==> src/rtl/data_register_if.sv <==
// Write-port bundle for one register of the register file: load enable,
// write data, and the stored value read back out.
interface data_register_if #(
   parameter int unsigned WIDTH = 32
);
   logic             writeEnable;
   logic [WIDTH-1:0] dataIn;
   logic [WIDTH-1:0] dataOut;

   // Register-file side: drives the write port, observes the stored value.
   modport master (
      output writeEnable,
      output dataIn,
      input  dataOut
   );

   // Register side: accepts the write port, presents the stored value.
   modport slave (
      input  writeEnable,
      input  dataIn,
      output dataOut
   );
endinterface : data_register_if

==> src/rtl/data_register.sv <==
// Word-wide storage register with synchronous load enable and asynchronous
// active-low clear. One instance per architectural register x1..x31.
module data_register #(
   parameter int unsigned     WIDTH       = 32,
   parameter logic [WIDTH-1:0] RESET_VALUE = '0
) (
   input logic            clk,
   input logic            reset,   // active-low, asynchronous
   data_register_if.slave bus
);

   logic [WIDTH-1:0] data_d;
   logic [WIDTH-1:0] data_q;

   // Next value: load write data when enabled, otherwise hold.
   always_comb begin
      data_d = data_q;
      if (bus.writeEnable) begin
         data_d = bus.dataIn;
      end
   end

   // Storage flops; the asynchronous clear overrides any coincident load.
   always_ff @(posedge clk or negedge reset) begin
      if (!reset) begin
         data_q <= RESET_VALUE;
      end else begin
         data_q <= data_d;
      end
   end

   // Output taken straight from the flops, no bypass from the write port.
   assign bus.dataOut = data_q;

endmodule : data_register

==> src/flat_wrapper.sv <==
// flat-port wrapper written by rule: the top's interface ports become plain ports
module data_register_flat 
#(
   parameter int unsigned     WIDTH       = 32,
   parameter logic [WIDTH-1:0] RESET_VALUE = '0
)
  (clk, reset, bus_writeEnable, bus_dataIn, bus_dataOut);
  data_register_if #(.WIDTH(WIDTH)) bus_i ();
  input logic clk;
  input logic reset;
  input wire logic [$bits(bus_i.writeEnable)-1:0] bus_writeEnable;
  input wire logic [$bits(bus_i.dataIn)-1:0] bus_dataIn;
  output wire logic [$bits(bus_i.dataOut)-1:0] bus_dataOut;
  assign bus_i.writeEnable = bus_writeEnable;
  assign bus_i.dataIn = bus_dataIn;
  assign bus_dataOut = bus_i.dataOut;
  data_register #(.WIDTH(WIDTH), .RESET_VALUE(RESET_VALUE)) u_core (.clk(clk), .reset(reset), .bus(bus_i));
endmodule
==> config.mk <==
export PLATFORM = sky130hd
export DESIGN_NAME = data_register_flat
export DESIGN_NICKNAME = d
export VERILOG_FILES = /design/src/rtl/data_register_if.sv /design/src/rtl/data_register.sv /design/src/flat_wrapper.sv
export SDC_FILE = /design/constraint.sdc
export NUM_CORES = 1
export LEC_CHECK = 0
export ABC_AREA = 0
export CAP_MARGIN = 20
export CORE_MARGIN = 5
export CORE_UTILIZATION = 40
export CTS_CLUSTER_DIAMETER = 60
export DETAILED_ROUTE_END_ITERATION = 12
export GPL_ROUTABILITY_DRIVEN = 0
export PLACE_DENSITY = 0.82
export SLEW_MARGIN = 25
export SYNTH_ARGS = -nofsm -noshare
export SYNTH_HDL_FRONTEND = slang
export SYNTH_SLANG_ARGS = --single-unit
==> constraint.sdc <==
create_clock -name clk -period 1.7 [get_ports clk]
set_clock_uncertainty 0.2 [all_clocks]
set_input_delay 0.255 -clock clk [delete_from_list [all_inputs] [get_ports clk]]
set_output_delay 0.255 -clock clk [all_outputs]
set_load 0.05 [all_outputs]
; ---- Word level (Yosys, flattened, before mapping)
; Cells that the tools add are included.
; W data, S select, Z words.
[totals]
regBits = 32
input_bits = 35
output_inout_bits = 32
wordCells = 1

; ---- Logic depth before layout (Yosys ltp)
[logic_depth]
depth_word = 0
depth_mapped = 3
ltp_nobuf = 1

; ---- Least setup slack after synthesis
; No wires, ideal clock.
[synth_path]
path_kind = register -> register
start = register, netlist name u_core.bus.dataOut[0]
end = register u_core.data_q[0] (netlist: u_core.bus.dataOut[0])
setup_ps = 125
arrival_ps = 869
required_time_ps = 1375
slack_ps = 506
path_stages_with_launch = 2
n_path_buf = 0
period_less_slack_ps = 1194
cell_sequence = dfrtp_1 mux2_4
[synth_lines]
columns = element, line_no
row1 = end signal: assignment, data_register.sv:28  ; data_q <= data_d;
row2 = end: declaration, data_register.sv:13  ; logic [WIDTH-1:0] data_q;

; ---- Final worst setup path
[layout_path]
start = register u_core.data_q[10] (netlist: u_core.bus.dataOut[10])
end = output port bus_dataOut[10]
[layout_lines]
columns = element, line_no
row1 = end: declaration, flat_wrapper.sv:13  ; output wire logic [$bits(bus_i.dataOut)-1:0] bus_dataOut;
; No word-level cell between the ends.

==> flow_summary.toml <==
[logic_synthesis]
synth-simple-area-share_pct = 0
ys_seq_elements = 32
synth_cell_types = 5
synthMuxAreaShare_pct = 35.2
synth_area_mm2 = 0.00135
synth-adder-area-share_pct = 0
syn_nets = 103
synth_cells = 68
yosysSeqAreaShare_pct = 59.5
syn_avg_cell_area_um2 = 19.8
synth-compound-area-share_pct = 0
synth_top_family_by_area = "multiplexers"
yosys_warnings = 0
synth_xor_area_share_pct = 0

[global_route]
grt_usage_pct = 15.5
grt_pass1_vias = 930
grt_overflow = 0
grt_pass1_wl_um = 4970
grt_max_degree = 33
antenna_found_initial = 0

[setup_path]
cp.arrival_ps = 920
crit_required_ps = 1240
crit_fanout = 2
cp-start-kind = "flip-flop"
r2r_start = "u_core.bus.dataOut[8]"
worstPathCellList = "buf_12"
end_kind = "primary output"
critPathLaunch = "u_core.bus.dataOut[10]"
path_buf_inv = 1
crit_path_max_incr_delay_ps = 430
worstSetupPathType = "flip-flop to primary output"
crit_family = "flip-flops"
cpMaxStageDelayCell = "dfrtp_1"

[sta]
setup_tns_ps = 0
setup_viol = 0
drv_slew = 0
tightest_slew_ps = 397
fin_crit_sh_pct = 81.2
final-hold-violation-count = 0
fmax_mhz = 725
finalCriticalPeriod_ps = 1380
relSlewSlack_pct = 73.5
rsz0062_at_grt = "false"

[cells_and_area]
antenna_cells = 0
largest_register_ffs = 32
fin_cells = 186
drive_gt1_share_pct = 52.1
fill_cells = 207
nNetsFinal = 174
synthToLayoutAreaGrowth_pct = 76.1

[detailed_routing]
wl_per_cell_um = 17.8
first_pass_iters = 4
drt_iter0_markers = 49
num_vias = 817
wirelength_um = 3320
drcViolationCount = 0
viasPerCell = 4.39
postRouteAntennaNets = 0

[cts]
cts.clk_slew.worst_paths_ps = 100
cts_made_buffers = 5
cts_max_level = 2
postCtsSetupRepairBufs = 0
clock_latency_ps = 320
cts_resized = 0
cts_num_sinks = 32
cts_tree = "done"
cts_root_buf = "clkbuf_4"
hold_buffers = 0
clockBufferDepth = 2

[placed_design]
io_buffers = 66
dp_hpwl_um = 2580
place_inst = 178

[floorplanning]
die_area_mm2 = 0.00462
row_count = 21
start_util_pct = 41.0
die_h_um = 68.0
io_pins = 67
fp.coreArea_mm2 = 0.00328
die_x_um = 68.0

[flow_run]
drv_cap = 0

[power]
p_per_area_mw_per_mm2 = 933
ir_worst_vdd_uv = 524
p_leak_nw = 1.10

[hold_path]
hold_class = "primary input to asynchronous set/reset pin"

[run_status]
status = "finished, final reports clean"
[metrics by stage]
step / util, % / cell area, µm² / total power, mW / worst slack, ps / hold slack [ps]
after CTS: 72.1 / 2370 / 2.23 / 303 / 165
final: 72.1 / 2370 / 2.21 / 320 / 151
after global routing: 72.1 / 2370 / 2.30 / 260 / 154
after global placement: 70.3 / 2310 / 1.77 / 419 / 297
after floorplan: - / 1350 / 1.32 / 506 / -241
after detailed placement: 70.3 / 2310 / 1.78 / 374 / 313
[cell usage after synthesis]
cell type | n | share of area, %
dfrtp_1 | 32 | 60
buf_12 | 3 | 4.5
buf_6 | 1 | 0.84
mux2_2 | 2 | 1.7
mux2_4 | 30 | 33
[power by group]
part | switching [mW] | total, mW | internal, mW
registers | 0.0861 | 0.923 | 0.837
clock network | 0.244 | 0.448 | 0.204
logic | 0.380 | 0.838 | 0.458
total | 0.711 | 2.21 | 1.50
[final timing paths]
kind                                     endpoint  slack [ps]  cells past startpoint
max in group asynchronous  u_core.bus.dataOut[23]         860                      2
max                               bus_dataOut[10]         320                      1
min                         u_core.bus.dataOut[0]         150                      2
min reg2reg                u_core.bus.dataOut[30]         330                      1
max reg2reg                 u_core.bus.dataOut[8]         670                      1
min in group clk           u_core.bus.dataOut[13]         280                      3
[area by class of cell]
| cell class | count | area [µm²] | area share, % |
|---|---|---|---|
| Timing Repair Buffer | 68 | 978 | 41.3 |
| Clock buffer | 8 | 58.8 | 2.48 |
| Sequential cell | 32 | 801 | 33.8 |
| Tap cell | 46 | 57.6 | 2.43 |
| Multi-Input combinational cell | 32 | 473 | 20.0 |
[cell usage in the layout, fill, tap and decap left out]
| master | count |
|---|---|
| mux2_2 | 2 |
| clkbuf_8 | 1 |
| clkbuf_4 | 5 |
| clkbuf_1 | 2 |
| buf_4 | 3 |
| buf_12 | 31 |
| buf_2 | 1 |
| clkdlybuf4s50_1 | 33 |
| dfrtp_1 | 32 |
| mux2_4 | 30 |
[metal layers]
layer	up-vias	routed length (µm)	global-route usage (%)
met4	0	16	5.96
met1	402	1250	16.7
met2	35	1840	27.0
met5	-	0	0
met3	2	212	6.40
li1	378	-	-
[cells by family (layout without fill, tap and decap cells)]
| logic type | count (synthesis) | after routing |
|---|---|---|
| buffers and inverters | 4 | 76 |
| flip-flops | 32 | 32 |
| multiplexers | 32 | 32 |
Power figures use the tool's default switching activity.
